File: config.mk
export PLATFORM = sky130hd
export DESIGN_NAME = shiftreg_xfer
export DESIGN_NICKNAME = d
export VERILOG_FILES = /design/src/rtl/shiftreg_pkg.sv /design/src/rtl/shiftreg_core.sv /design/src/rtl/shiftreg_xfer.sv
export SDC_FILE = /design/constraint.sdc
export NUM_CORES = 1
export LEC_CHECK = 0
export ABC_AREA = 1
export BUFFER_PORTS_ARGS = -buffer_cell sky130_fd_sc_hd__buf_2
export CORE_UTILIZATION = 40
export CTS_CLUSTER_DIAMETER = 120
export DETAILED_ROUTE_END_ITERATION = 10
export SLEW_MARGIN = 20
export SYNTH_ARGS = -nofsm -noshare
export SYNTH_HDL_FRONTEND = slang
export SYNTH_HIERARCHICAL = 1
export SYNTH_SLANG_ARGS = --single-unit
File: constraint.sdc
create_clock -name clk -period 1.4 [get_ports clk]
set_input_delay 0.14 -clock clk [delete_from_list [all_inputs] [get_ports clk]]
set_output_delay 0.14 -clock clk [all_outputs]
set_load 0.01 [all_outputs]
File: src/rtl/shiftreg_pkg.sv
// rtl/shiftreg_pkg.sv - shared state encoding and line level for the serial transfer engine
package shiftreg_pkg;

    typedef enum logic [1:0] {
        ST_IDLE  = 2'd0,
        ST_SHIFT = 2'd1,
        ST_PAR   = 2'd2,
        ST_DONE  = 2'd3
    } state_e;

    localparam logic SER_IDLE = 1'b1;

endpackage

File: src/rtl/shiftreg_core.sv
// rtl/shiftreg_core.sv - parametrised load/shift register with serial in-bit and out-bit
//
// Ports:
//   clk, rst_n   clock, asynchronous active-low reset
//   load_i       parallel load of load_data_i (has priority over shift_i)
//   load_data_i  word to load
//   shift_i      shift one place toward the out end, in_bit_i enters at the vacated end
//   in_bit_i     serial bit entering the register
//   data_o       current register contents
//   out_bit_o    bit at the out end (MSB when LSB_FIRST = 0, LSB when LSB_FIRST = 1)
module shiftreg_core #(
    parameter int WIDTH     = 8,
    parameter bit LSB_FIRST = 1'b0
) (
    input  logic             clk,
    input  logic             rst_n,
    input  logic             load_i,
    input  logic [WIDTH-1:0] load_data_i,
    input  logic             shift_i,
    input  logic             in_bit_i,
    output logic [WIDTH-1:0] data_o,
    output logic             out_bit_o
);

    logic [WIDTH-1:0] sr_q;
    logic [WIDTH-1:0] sr_shifted;

    generate
        if (LSB_FIRST) begin : g_lsb
            assign sr_shifted = {in_bit_i, sr_q[WIDTH-1:1]};
            assign out_bit_o  = sr_q[0];
        end else begin : g_msb
            assign sr_shifted = {sr_q[WIDTH-2:0], in_bit_i};
            assign out_bit_o  = sr_q[WIDTH-1];
        end
    endgenerate

    always_ff @(posedge clk or negedge rst_n) begin
        if (!rst_n) begin
            sr_q <= '0;
        end else if (load_i) begin
            sr_q <= load_data_i;
        end else if (shift_i) begin
            sr_q <= sr_shifted;
        end
    end

    assign data_o = sr_q;

endmodule

File: src/rtl/shiftreg_xfer.sv
// rtl/shiftreg_xfer.sv - strobe-timed serial transfer engine, optional odd parity (SHIFTREG_XFER_PARITY_EN)
//
// Loads a WIDTH-bit word via tx_valid/tx_ready, drives it on ser_o one bit per drv_en and
// captures ser_i one bit per smp_en. The received word appears on rx_data with a one-cycle
// rx_valid. Define SHIFTREG_XFER_PARITY_EN to append an odd-parity bit and report rx_perr.
//
// Ports:
//   clk, rst_n          clock, asynchronous active-low reset
//   drv_en, smp_en      drive / sample strobes, synchronous to clk
//   tx_data, tx_valid   word to send and its valid
//   tx_ready            engine idle; word accepted on tx_valid & tx_ready
//   ser_i, ser_o        serial input, registered serial output (idle high)
//   rx_data, rx_valid   received word (held) and its one-cycle valid
//   rx_perr             parity error for rx_data (always 0 without parity)
//   busy                transfer in progress
module shiftreg_xfer
    import shiftreg_pkg::*;
#(
    parameter int WIDTH     = 8,
    parameter bit LSB_FIRST = 1'b0
) (
    input  logic             clk,
    input  logic             rst_n,
    input  logic             drv_en,
    input  logic             smp_en,
    input  logic [WIDTH-1:0] tx_data,
    input  logic             tx_valid,
    output logic             tx_ready,
    input  logic             ser_i,
    output logic             ser_o,
    output logic [WIDTH-1:0] rx_data,
    output logic             rx_valid,
    output logic             rx_perr,
    output logic             busy
);

    localparam int             CW       = $clog2(WIDTH + 1);
    localparam logic [CW-1:0]  CNT_LAST = CW'(WIDTH - 1);

    state_e           state_q, state_d;
    logic [CW-1:0]    cnt_q, cnt_d;
    logic             ser_q, ser_d;
    logic [WIDTH-1:0] rx_data_q, rx_data_d;
    logic             rx_valid_q, rx_valid_d;
    logic             rx_perr_q, rx_perr_d;

    logic             sr_load;
    logic             sr_shift;
    logic [WIDTH-1:0] sr_data;
    logic             sr_out;

`ifdef SHIFTREG_XFER_PARITY_EN
    logic tx_par_q, tx_par_d;
    logic par_rx_q, par_rx_d;
`endif

    shiftreg_core #(
        .WIDTH     (WIDTH),
        .LSB_FIRST (LSB_FIRST)
    ) u_core (
        .clk         (clk),
        .rst_n       (rst_n),
        .load_i      (sr_load),
        .load_data_i (tx_data),
        .shift_i     (sr_shift),
        .in_bit_i    (ser_i),
        .data_o      (sr_data),
        .out_bit_o   (sr_out)
    );

    always_ff @(posedge clk or negedge rst_n) begin
        if (!rst_n) begin
            state_q    <= ST_IDLE;
            cnt_q      <= '0;
            ser_q      <= SER_IDLE;
            rx_data_q  <= '0;
            rx_valid_q <= 1'b0;
            rx_perr_q  <= 1'b0;
`ifdef SHIFTREG_XFER_PARITY_EN
            tx_par_q   <= 1'b0;
            par_rx_q   <= 1'b0;
`endif
        end else begin
            state_q    <= state_d;
            cnt_q      <= cnt_d;
            ser_q      <= ser_d;
            rx_data_q  <= rx_data_d;
            rx_valid_q <= rx_valid_d;
            rx_perr_q  <= rx_perr_d;
`ifdef SHIFTREG_XFER_PARITY_EN
            tx_par_q   <= tx_par_d;
            par_rx_q   <= par_rx_d;
`endif
        end
    end

    always_comb begin
        state_d    = state_q;
        cnt_d      = cnt_q;
        ser_d      = ser_q;
        rx_data_d  = rx_data_q;
        rx_valid_d = 1'b0;
        rx_perr_d  = rx_perr_q;
        sr_load    = 1'b0;
        sr_shift   = 1'b0;
`ifdef SHIFTREG_XFER_PARITY_EN
        tx_par_d   = tx_par_q;
        par_rx_d   = par_rx_q;
`endif
        case (state_q)
            ST_IDLE: begin
                if (tx_valid) begin
                    sr_load = 1'b1;
                    cnt_d   = '0;
                    state_d = ST_SHIFT;
`ifdef SHIFTREG_XFER_PARITY_EN
                    tx_par_d = ~^tx_data;
`endif
                end
            end
            ST_SHIFT: begin
                // ser_d takes the pre-shift out bit, so a coincident smp_en acts drive-first
                if (drv_en) begin
                    ser_d = sr_out;
                end
                if (smp_en) begin
                    sr_shift = 1'b1;
                    // The count saturates at WIDTH-1: that strobe is the last data bit
                    if (cnt_q == CNT_LAST) begin
`ifdef SHIFTREG_XFER_PARITY_EN
                        state_d = ST_PAR;
`else
                        state_d = ST_DONE;
`endif
                    end else begin
                        cnt_d = cnt_q + CW'(1);
                    end
                end
            end
`ifdef SHIFTREG_XFER_PARITY_EN
            ST_PAR: begin
                if (drv_en) begin
                    ser_d = tx_par_q;
                end
                if (smp_en) begin
                    par_rx_d = ser_i;
                    state_d  = ST_DONE;
                end
            end
`endif
            ST_DONE: begin
                // rx_valid is registered alongside rx_data so both change in the same cycle
                rx_data_d  = sr_data;
                rx_valid_d = 1'b1;
`ifdef SHIFTREG_XFER_PARITY_EN
                rx_perr_d  = (par_rx_q != ~^sr_data);
`else
                rx_perr_d  = 1'b0;
`endif
                state_d    = ST_IDLE;
            end
            default: begin
                state_d = ST_IDLE;
            end
        endcase
    end

    assign tx_ready = (state_q == ST_IDLE);
    assign busy     = ~tx_ready;
    assign ser_o    = ser_q;
    assign rx_data  = rx_data_q;
    assign rx_valid = rx_valid_q;
    assign rx_perr  = rx_perr_q;

endmodule

==> results of run 1 <==
[state kept, by name, summed over array words and instances, names as in the netlist]
name / flops
ser_o: 1
u_core/data_o: 8
state_q: 2
rx_data: 8
cnt_q: 4
rx_valid: 1
[area by class of cell]
type	count	area [µm²]	share of cell area [%]
Clock inverter	1	30.03	2.275
Timing Repair Buffer	29	157.7	11.94
Multi-Input combinational cell	93	432.9	32.80
Sequential cell	24	601.8	45.59
Inverter	10	37.54	2.844
Clock buffer	3	22.52	1.706
Tap cell	30	37.54	2.844
[placed cells by master, fill, tap and decap left out]
cell type      Yosys  final
dlygate4sd3_1      0      1
clkinv_1           1      1
nand2_4            1      1
nor2_1             2      2
o21ai_1            3      3
nand2_1           54     54
nand3_1           20     20
nor2_2             1      1
nand2_2            3      3
inv_1              6      5
nor2_4             2      2
bufinv_16          0      1
conb_1             1      1
or2_2              1      1
buf_4              3      3
clkbuf_4           0      3
nand4_1            1      1
a21oi_1            1      1
dfstp_2            1      1
nand3_2            1      1
o21ai_0            1      1
buf_2              0     25
dfrtp_1           23     23
inv_2              3      4
ha_1               1      1
[cells by family after synthesis]
kind of cell	Yosys count
adders and majority gates	1
other	1
AOI/OAI and AO/OA	5
buffers and inverters	14
DFF	24
and+or+nand+nor	86
[per-layer routing]
layer | vias up | wire length (µm)
met5 | - | 0
met4 | 0 | 8
met3 | 2 | 152
met2 | 28 | 896
met1 | 408 | 1055
li1 | 474 | -
[how the worst max path moves through the flow]
stage                            from                      endpoint  cells after the start
4_1_cts        state_q[1]$_DFFE_PN0P_  u_core/data_o[0]$_DFFE_PN0P_                      6
2_1_floorplan  state_q[1]$_DFFE_PN0P_  u_core/data_o[5]$_DFFE_PN0P_                      7
3_5_place_dp   state_q[1]$_DFFE_PN0P_  u_core/data_o[0]$_DFFE_PN0P_                      6
6_report       state_q[1]$_DFFE_PN0P_                          busy                      3
3_3_place_gp   state_q[1]$_DFFE_PN0P_  u_core/data_o[1]$_DFFE_PN0P_                      6
5_1_grt        state_q[1]$_DFFE_PN0P_  u_core/data_o[1]$_DFFE_PN0P_                      6
[critical path: stages (launching register included)]
cell,delay [ns]
dfrtp_1,0.48
nor2_2,0.18
inv_1,0.05
buf_2,0.13
[metrics by stage]
step / cells / setup slack (ns)
5_1_grt: 190 / 0.02053
6_report: 190 / 0.1021
3_5_place_dp: 185 / 0.07432
4_1_cts: 190 / 0.05908
3_3_place_gp: 185 / 0.1324
2_1_floorplan: 131 / 0.1546
[power groups by stage]
stage | clock network (µW) | registers, µW | logic, µW
finish | 506 | 1180 | 1020
global route | 535 | 1230 | 1170
CTS | 518 | 1190 | 1030
detailed placement | 0 | 1200 | 1030
global placement | 0 | 1190 | 1000
floorplan | 0 | 1230 | 668
[what timing repair did]
| action | in CTS | in global routing |
|---|---|---|
| endpoints found under the hold margin | 23 | 0 |
| resized for setup | 0 | 1 |
| hold buffers | 1 | 0 |
| setup endpoints to repair | 0 | 8 |
==> run_results.csv, run 1 <==
group,metric,value,unit
status,status,"finished, final reports clean",
worst_setup_path,crit_path_start_kind,"register",
power_and_ir_drop,switchingPower,1036,µW
synth,synthAdderAreaFrac,1.131,%
finish,fill_cells,260,
grt,grt_pass1_wl,3.443,mm
grt,grt_max_degree,25,
die,ios,27,
synth,ys_ff_latch,24,
die,start_util,43.46,%
synth,postSynth.asyncResetShare,100.0,%
synth,syn_nets,146,
synth,synth_top_area_cell,"dfrtp_1",
grt,grt_util_met3,6.111,%
clock_network,post_cts_buffers,0,
drt,wl,2.111,mm
sta,fmax,770.5,MHz
power_and_ir_drop,peakVddDrop,1249,µV
drt,via_count,912,
synth,synth_commonest_cells,"nand2_1 (54), dfrtp_1 (23), nand3_1 (20)",
synth,syn_area,1106,µm²
clock_network,cts_root_buffer,"clkbuf_4",
power_and_ir_drop,power.density,2052,nW/µm²
synth,synth_compound_area_share,2.262,%
die,rows,18,
worst_setup_path,crit_arrival,1.16,ns
clock_network,clkLatencyLatePin,0.32,ns
synth,synth_xor_area_share,0,%
grt,gr-total-overflow,0,
grt,grt_antenna_before_repair,0,
drt,dr.first_iter.drc_count,18,
synth,synth.most_common_cell,"nand2_1",
hold_path,min_path_cells,3,
worst_setup_path,reg2reg_depth,6,
clock_network,clock_path_buffers,2,
finish,nets,176,
synth,synth_mux_area_share,0,%
worst_setup_path,r2r_slack,0.12,ns
hold_path,hold_path_class,"input pin to register",
drt,vias_per_cell,4.800,
run,cap_violations,0,
grt,met1_usage,23.70,%
clock_network,htreeDepth,1,
power_and_ir_drop,combPwrFrac,37.6,%
clock_network,clk_pin_slew,0.14,ns
sta,fin_skew,0.004796,ns
sta,setup_viol,0,
worst_setup_path,cp-end-kind,"output port",
hold_path,worstHoldEndpoint,"u_core/data_o[3]$_DFFE_PN0P_",
sta,maxSlewViolCount,0,
finish,design_area,1320,µm²
finish,n_antenna_cell,0,
die,die_area,2980,µm²
synth,synthDistinctLibCells,22,
synth,synth_area_per_cell,8.443,µm²
power_and_ir_drop,p_seq_share,43.7,%
synth,ys_top_cells_by_area,"dfrtp_1 (52%), nand2_1 (18%), nand3_1 (9.0%)",
worst_setup_path,cp_max_fo,5,
power_and_ir_drop,clockPowerShare,18.7,%
worst_setup_path,r2r_end,"u_core/data_o[5]$_DFFE_PN0P_",
synth,synth_edf_count,0,
sta,min_period,1.298,ns
drt,drtAntennaViolNets,0,
die,core_area,2545,µm²
synth,synth_top_area_share,52.04,%
place,io_buffers,25,
place,gp_congestion,0.7811,
worst_setup_path,critical_path_class,"register to output port",
power_and_ir_drop,leakage,0.0007234,µW
power_and_ir_drop,netSwitchingFraction,38.26,%
grt,grt_usage,16.47,%
place,detailed_place_hpwl,1.538,mm
worst_setup_path,worstPathRequired,1.26,ns
power_and_ir_drop,power.internal,1672,µW
place,placed_cell_area,1257,µm²
finish,finish.utilization,51.87,%
clock_network,clock_sinks,24,
worst_setup_path,rr_startpoint,"state_q[1]$_DFFE_PN0P_",
sta,finalSetupTns,0,ns
finish,drive_gt1_share,28.75,%
finish,synthToLayoutAreaGrowth,19.34,%
synth,synthSimpleGateAreaFrac,35.41,%
sta,rsz0062_at_grt,"false",
grt,gr-usage-met2,22.89,%
die,die-height,54.59,µm
sta,maxSlewHeadroom,65.06,%
die,die-width,54.59,µm
sta,hold_viol,0,
sta,hold_ws,0.02174,ns
drt,drc,0,
hold_path,min-delay-start,"tx_data[3]",
grt,busiest_layer,"met1",
grt,grt_pass1_vias,754,
drt,first_pass_iters,4,
clock_network,cts_made_buffers,3,
drt,wl_per_cell,11.11,µm
synth,ys.warnings.count,6,
sta,tightest_slew,0.5241,ns
synth,ys.flop_type,"dfrtp_1",
clock_network,tritoncts,"done",
synth,synth_top_family_by_area,"simple AND/OR/NAND/NOR gates",
power_and_ir_drop,finalPower,2708,µW
synth,synth-seq-area-share,54.41,%
synth,postSynthCellCount,131,
sta,finalCritPeriodShare,92.70,%
Power figures use the tool's default switching activity.
==> run 2, diff against run 1 <==
--- a/config.mk
+++ b/config.mk
@@ -10,6 +10,7 @@
 export CORE_UTILIZATION = 40
 export CTS_CLUSTER_DIAMETER = 120
 export DETAILED_ROUTE_END_ITERATION = 10
+export PLACE_DENSITY = 0.68
 export SLEW_MARGIN = 20
 export SYNTH_ARGS = -nofsm -noshare
 export SYNTH_HDL_FRONTEND = slang
==> constraint.sdc (replaced) <==
create_clock -name clk -period 1.15 [get_ports clk]
set_input_delay 0.115 -clock clk [delete_from_list [all_inputs] [get_ports clk]]
set_output_delay 0.115 -clock clk [all_outputs]
set_load 0.01 [all_outputs]
==> run_results.csv, run 2 (synthesized netlist as in run 1, its figures left out) <==
group,metric,value,unit
worst_setup_path,crit_path_start_kind,"register",
clock_network,clk_pin_slew,0.14,ns
sta,min_period,1.191,ns
worst_setup_path,critPathTopFamily,"flip-flops",
worst_setup_path,cp_max_fo,4,
drt,wl,2.407,mm
die,start_util,43.46,%
sta,fmax,839.8,MHz
worst_setup_path,path_cells,"nor2_4, inv_1, buf_2",
place,gp_congestion,0.7464,
worst_setup_path,worstPathRequired,1.03,ns
sta,maxSlewHeadroom,65.03,%
drt,drc,0,
finish,mostFrequentLayoutCells,"nand2_1 (51), buf_2 (25), dfrtp_1 (21)",
sta,setup_ws,-0.04082,ns
drt,first_pass_iters,4,
grt,grt_pass1_wl,3.795,mm
clock_network,tritoncts,"done",
clock_network,clkLatencyLatePin,0.32,ns
clock_network,cts_root_buffer,"clkbuf_4",
finish,synthToLayoutAreaGrowth,36.09,%
clock_network,cts_made_buffers,3,
place,placed_cell_area,1311,µm²
worst_setup_path,r2r_end,"cnt_q[3]$_DFFE_PN0P_",
drt,wl_per_cell,11.68,µm
sta,hold_viol,0,
worst_setup_path,r2r_slack,-0.02,ns
power_and_ir_drop,leakage,0.0008088,µW
hold_path,hold_path_class,"input pin to register",
clock_network,clock_sinks,24,
status,status,"finished, violations left",
finish,design_area,1505,µm²
sta,fin_skew,0.01185,ns
finish,n_antenna_cell,0,
grt,grt_antenna_before_repair,0,
die,die-width,54.59,µm
run,cap_violations,0,
sta,rsz0062_at_grt,"true",
worst_setup_path,cp_slowest_cell,"dfrtp_2",
clock_network,htreeDepth,1,
sta,tightest_slew,0.5246,ns
drt,via_count,980,
drt,drtAntennaViolNets,0,
worst_setup_path,reg2reg_depth,8,
sta,maxSlewViolCount,0,
worst_setup_path,rr_startpoint,"state_q[0]$_DFFE_PN0P_",
grt,gr-total-overflow,0,
status,violations,"negative setup slack",
worst_setup_path,cp_num_cells,3,
worst_setup_path,max_stage_delay,0.46,ns
finish,final_common_cell,"nand2_1",
worst_setup_path,critical_path_class,"register to output port",
clock_network,clock_path_buffers,2,
place,detailed_place_hpwl,1.612,mm
die,rows,18,
worst_setup_path,endpoint,"busy",
finish,drive_gt1_share,39.77,%
die,core_area,2545,µm²
sta,finalCritPeriodShare,103.5,%
worst_setup_path,cp-end-kind,"output port",
grt,grt_max_degree,25,
worst_setup_path,crit_arrival,1.08,ns
worst_setup_path,setup.worst_path.start,"state_q[1]$_DFFE_PN0P_",
power_and_ir_drop,power.density,2473,nW/µm²
die,ios,27,
drt,vias_per_cell,4.757,
power_and_ir_drop,finalPower,3723,µW
grt,grt_usage,18.32,%
place,place_ws,-0.02259,ns
drt,dr.first_iter.drc_count,20,
place,io_buffers,25,
grt,grt_pass1_vias,922,
finish,nets,192,
worst_setup_path,critPathBufInv,2,
finish,finish.utilization,59.14,%
die,die_area,2980,µm²
die,die-height,54.59,µm
power_and_ir_drop,peakVddDrop,1176,µV
sta,setup_viol,3,
## run 2: cell count changes in the layout (fill, tap and decap cells not counted), moves of 2 or more
cell,change
buf_4,+11
dlygate4sd3_1,+3
inv_4,+3
nand2_1,-3
buf_6,+2
dfrtp_1,-2
dfrtp_2,+2
inv_1,-2
nand2_2,+2
## run 2: metrics by stage
| step | cells | TNS (ns) | hold WS, ns |
|---|---|---|---|
| final | 206 | -0.06610 | 0.006704 |
| after global routing | 206 | -0.7422 | -0.001533 |
| after detailed placement | 191 | -0.09412 | 0.1334 |
| after floorplan | 131 | -0.09244 | -0.1806 |
| after CTS | 202 | -0.1159 | 0.002745 |
| after global placement | 191 | 0 | 0.1284 |
## run 2: cell type report
type,count,area (µm²)
Fill cell,245,1040
Sequential cell,24,604.3
Multi-Input combinational cell,93,471.7
Clock buffer,3,22.52
Inverter,10,46.29
Tap cell,30,37.54
Clock inverter,1,30.03
Timing Repair Buffer,45,292.8
## run 2: how the worst min path moves through the flow
stage	start	to	slack, ns	depth (start not counted)
after detailed placement	rst_n	rx_data[7]$_DFFE_PN0P_	0.13	1
after floorplan	rst_n	cnt_q[0]$_DFFE_PN0P_	-0.18	0
final	tx_data[1]	u_core/data_o[1]$_DFFE_PN0P_	0.007	3
after global placement	rst_n	cnt_q[1]$_DFFE_PN0P_	0.13	1
after CTS	tx_data[1]	u_core/data_o[1]$_DFFE_PN0P_	0.003	3
after global routing	tx_data[6]	u_core/data_o[6]$_DFFE_PN0P_	-0.002	3
## run 2: what timing repair did
item | 4_1_cts | 5_1_grt
buffers inserted | 3 | 4
setup endpoints to repair | 17 | 14
hold buffers | 4 | 0
pin swaps | 1 | 12
resized for setup | 3 | 14
hold endpoints to repair | 26 | 0
gates cloned | 0 | 0
## run 2: tightest hold or removal path, stage by stage
cell     delay (ns)
buf_2          0.08
nand2_1        0.04
nand3_1        0.07
## run 2: layer usage
layer | part of all wire (%) | wire, µm | GRT usage (%) | vias to the layer above
li1 | - | - | - | 500
met1 | 43 | 1042 | 23.66 | 450
met2 | 51 | 1229 | 29.32 | 28
met3 | 5.0 | 120 | 3.611 | 2
met4 | 0.62 | 15 | 8.120 | 0
met5 | 0 | 0 | 0 | -
## run 2: power by group
group | total, µW | leakage (µW) | internal [µW] | switching, µW
clock network | 611 | 0.0000279 | 352 | 259
logic | 1670 | 0.000477 | 775 | 892
registers | 1440 | 0.000304 | 1190 | 250
==> run 3, diff against run 2 <==
--- a/config.mk
+++ b/config.mk
@@ -5,7 +5,6 @@
 export SDC_FILE = /design/constraint.sdc
 export NUM_CORES = 1
 export LEC_CHECK = 0
-export ABC_AREA = 1
 export BUFFER_PORTS_ARGS = -buffer_cell sky130_fd_sc_hd__buf_2
 export CORE_UTILIZATION = 40
 export CTS_CLUSTER_DIAMETER = 120
==> run_results.csv, run 3 <==
group,metric,value,unit
grt,gr-total-overflow,0,
synth,postSynth.asyncResetShare,100.0,%
synth,synth.most_common_cell,"dfrtp_1",
worst_setup_path,rr_startpoint,"cnt_q[1]$_DFFE_PN0P_",
clock_network,cts_root_buffer,"clkbuf_4",
place,gp_congestion,0.6902,
die,start_util,43.36,%
synth,ys.flop_type,"dfrtp_1",
grt,grt_max_degree,25,
die,rows,18,
sta,setup_ws,-0.1999,ns
worst_setup_path,max_stage_delay,0.41,ns
finish,synthToLayoutAreaGrowth,40.25,%
hold_path,hold_path_class,"input pin to register",
status,status,"finished, violations left",
clock_network,clock_sinks,24,
worst_setup_path,cp-end-kind,"register",
finish,multiInputGateArea,513.0,µm²
clock_network,htreeDepth,1,
drt,drc,0,
power_and_ir_drop,peakVddDrop,1513,µV
die,die-height,54.53,µm
synth,synth_top_area_cell,"dfrtp_1",
sta,finalSetupTns,-2.271,ns
drt,wl,2.321,mm
clock_network,clock_path_buffers,2,
synth,syn_area,1104,µm²
finish,seq_area,601.8,µm²
finish,n_antenna_cell,0,
synth,postSynthCellCount,94,
clock_network,clk_pin_slew,0.12,ns
clock_network,clkLatencyLatePin,0.31,ns
synth,ys_top_cells_by_area,"dfrtp_1 (52%), mux2_2 (10%), mux2i_1 (8.2%)",
synth,synth_area_per_cell,11.74,µm²
worst_setup_path,crit_path_start_kind,"register",
worst_setup_path,critical_path_class,"register to register",
sta,maxSlewViolCount,0,
clock_network,cts_made_buffers,3,
worst_setup_path,critPathTopFamily,"flip-flops",
synth,synth_commonest_cells,"dfrtp_1 (23), nand2_1 (13), mux2_2 (10)",
sta,min_period,1.350,ns
synth,synthDistinctLibCells,22,
run,cap_violations,0,
sta,finalCritPeriodShare,117.4,%
finish,mostFrequentLayoutCells,"buf_2 (24), dfrtp_1 (23), mux2_4 (10), nand2_1 (10), buf_6 (9)",
synth,syn_nets,109,
die,die_area,2973,µm²
finish,final_common_cell,"buf_2",
grt,grt_antenna_before_repair,0,
worst_setup_path,r2r_slack,-0.20,ns
worst_setup_path,path_cells,"ha_2, nand3b_1, buf_4, nand2_4, a311o_1",
sta,fin_skew,0.001851,ns
sta,rsz0062_at_grt,"true",
finish,finish.utilization,60.82,%
drt,dr.first_iter.drc_count,8,
hold_path,min_path_cells,3,
drt,first_pass_iters,5,
status,violations,"negative setup slack",
drt,via_count,862,
worst_setup_path,cp_slowest_cell,"dfrtp_1",
sta,hold_viol,0,
power_and_ir_drop,power.density,2483,nW/µm²
drt,drtAntennaViolNets,0,
sta,maxSlewHeadroom,65.85,%
worst_setup_path,crit_arrival,1.56,ns
power_and_ir_drop,leakage,0.0007929,µW
synth,synth-seq-area-share,54.54,%
grt,grt_pass1_wl,3.512,mm
synth,synth_top_area_share,52.15,%
finish,drive_gt1_share,49.64,%
sta,tightest_slew,0.5123,ns
finish,fill_cells,231,
place,io_buffers,25,
sta,fmax,740.8,MHz
finish,nets,153,
die,die-width,54.53,µm
grt,grt_pass1_vias,793,
worst_setup_path,worstPathRequired,1.36,ns
hold_path,worstHoldEndpoint,"u_core/data_o[6]$_DFFE_PN0P_",
power_and_ir_drop,finalPower,3843,µW
die,ios,27,
worst_setup_path,r2r_end,"cnt_q[1]$_DFFE_PN0P_",
synth,ys_ff_latch,24,
synth,synth_edf_count,0,
drt,wl_per_cell,13.90,µm
finish,final_cells,167,
place,detailed_place_hpwl,1.518,mm
clock_network,tritoncts,"done",
worst_setup_path,critPathBufInv,1,
worst_setup_path,reg2reg_depth,5,
die,core_area,2545,µm²
sta,setup_viol,23,
synth,ys.warnings.count,6,
hold_path,min-delay-start,"tx_data[6]",
grt,grt_usage,17.61,%
worst_setup_path,cp_max_fo,5,
drt,vias_per_cell,5.162,
place,dp_cells,154,
[run 3: worst max path at each step]
| stage | to | cells past startpoint | start |
|---|---|---|---|
| finish | cnt_q[1]$_DFFE_PN0P_ | 5 | cnt_q[1]$_DFFE_PN0P_ |
| global route | cnt_q[0]$_DFFE_PN0P_ | 6 | cnt_q[0]$_DFFE_PN0P_ |
| CTS | cnt_q[2]$_DFFE_PN0P_ | 4 | state_q[1]$_DFFE_PN0P_ |
| detailed placement | u_core/data_o[4]$_DFFE_PN0P_ | 4 | state_q[1]$_DFFE_PN0P_ |
| global placement | u_core/data_o[3]$_DFFE_PN0P_ | 4 | state_q[1]$_DFFE_PN0P_ |
| floorplan | cnt_q[1]$_DFFE_PN0P_ | 5 | state_q[0]$_DFFE_PN0P_ |
[run 3: area by class of cell]
type	instances	area share, %
well taps	30	2.425
repair buffers	45	22.55
clock buffers	4	1.698
inverters	4	1.293
flip-flops and latches	24	38.88
multi-input cells	60	33.14
[run 3: metrics by stage]
| stage | worst slack [ns] | hold slack (ns) | cell area [µm²] |
|---|---|---|---|
| finish | -0.1999 | 0.01431 | 1548 |
| global route | -0.2748 | 0.009006 | 1548 |
| CTS | -0.1927 | 0.004392 | 1439 |
| detailed placement | -0.2272 | 0.1209 | 1319 |
| global placement | -0.1695 | 0.1213 | 1319 |
| floorplan | -0.1332 | -0.1806 | 1121 |
[run 3: kinds of logic (layout without fill, tap and decap cells)]
family / count (synthesis) / in the layout / synth area share (%)
flops: 24 / 24 / 54.54
simple gates: 24 / 24 / 10.77
mux: 19 / 19 / 18.37
compound gates: 15 / 15 / 8.389
buf+inv: 10 / 53 / 6.462
fa+ha+maj: 1 / 1 / 1.134
other cells: 1 / 1 / 0.3398
[run 3: timing repair]
item | 4_1_cts | 5_1_grt
pin swaps | 5 | 2
gates cloned | 1 | 1
hold endpoints to repair | 23 | 2
hold buffers | 1 | 2
gates resized for setup | 17 | 15
buffers inserted | 4 | 1
endpoints found under the setup margin | 22 | 23
[run 3: worst register-to-register path, delay by kind of cell (launching register included)]
kind | cells | cell delay, ns
compound gates | 1 | 0.25
fa+ha+maj | 1 | 0.20
buf+inv | 1 | 0.16
flops | 1 | 0.41
simple gates | 2 | 0.23
[run 3: report_power, final]
group | switching, µW | internal (µW) | leakage (µW)
registers | 272 | 1240 | 0.000289
logic | 803 | 1150 | 0.000488
clock network | 240 | 136 | 0.0000150
total | 1310 | 2530 | 0.000793
[run 3: routing by layer]
| layer | up-vias | track usage, % | part of all wire [%] |
|---|---|---|---|
| li1 | 414 | - | - |
| met1 | 424 | 20.35 | 45 |
| met2 | 22 | 29.07 | 50 |
| met3 | 2 | 6.389 | 4.2 |
| met4 | 0 | 7.692 | 0.65 |
| met5 | - | 0 | 0 |
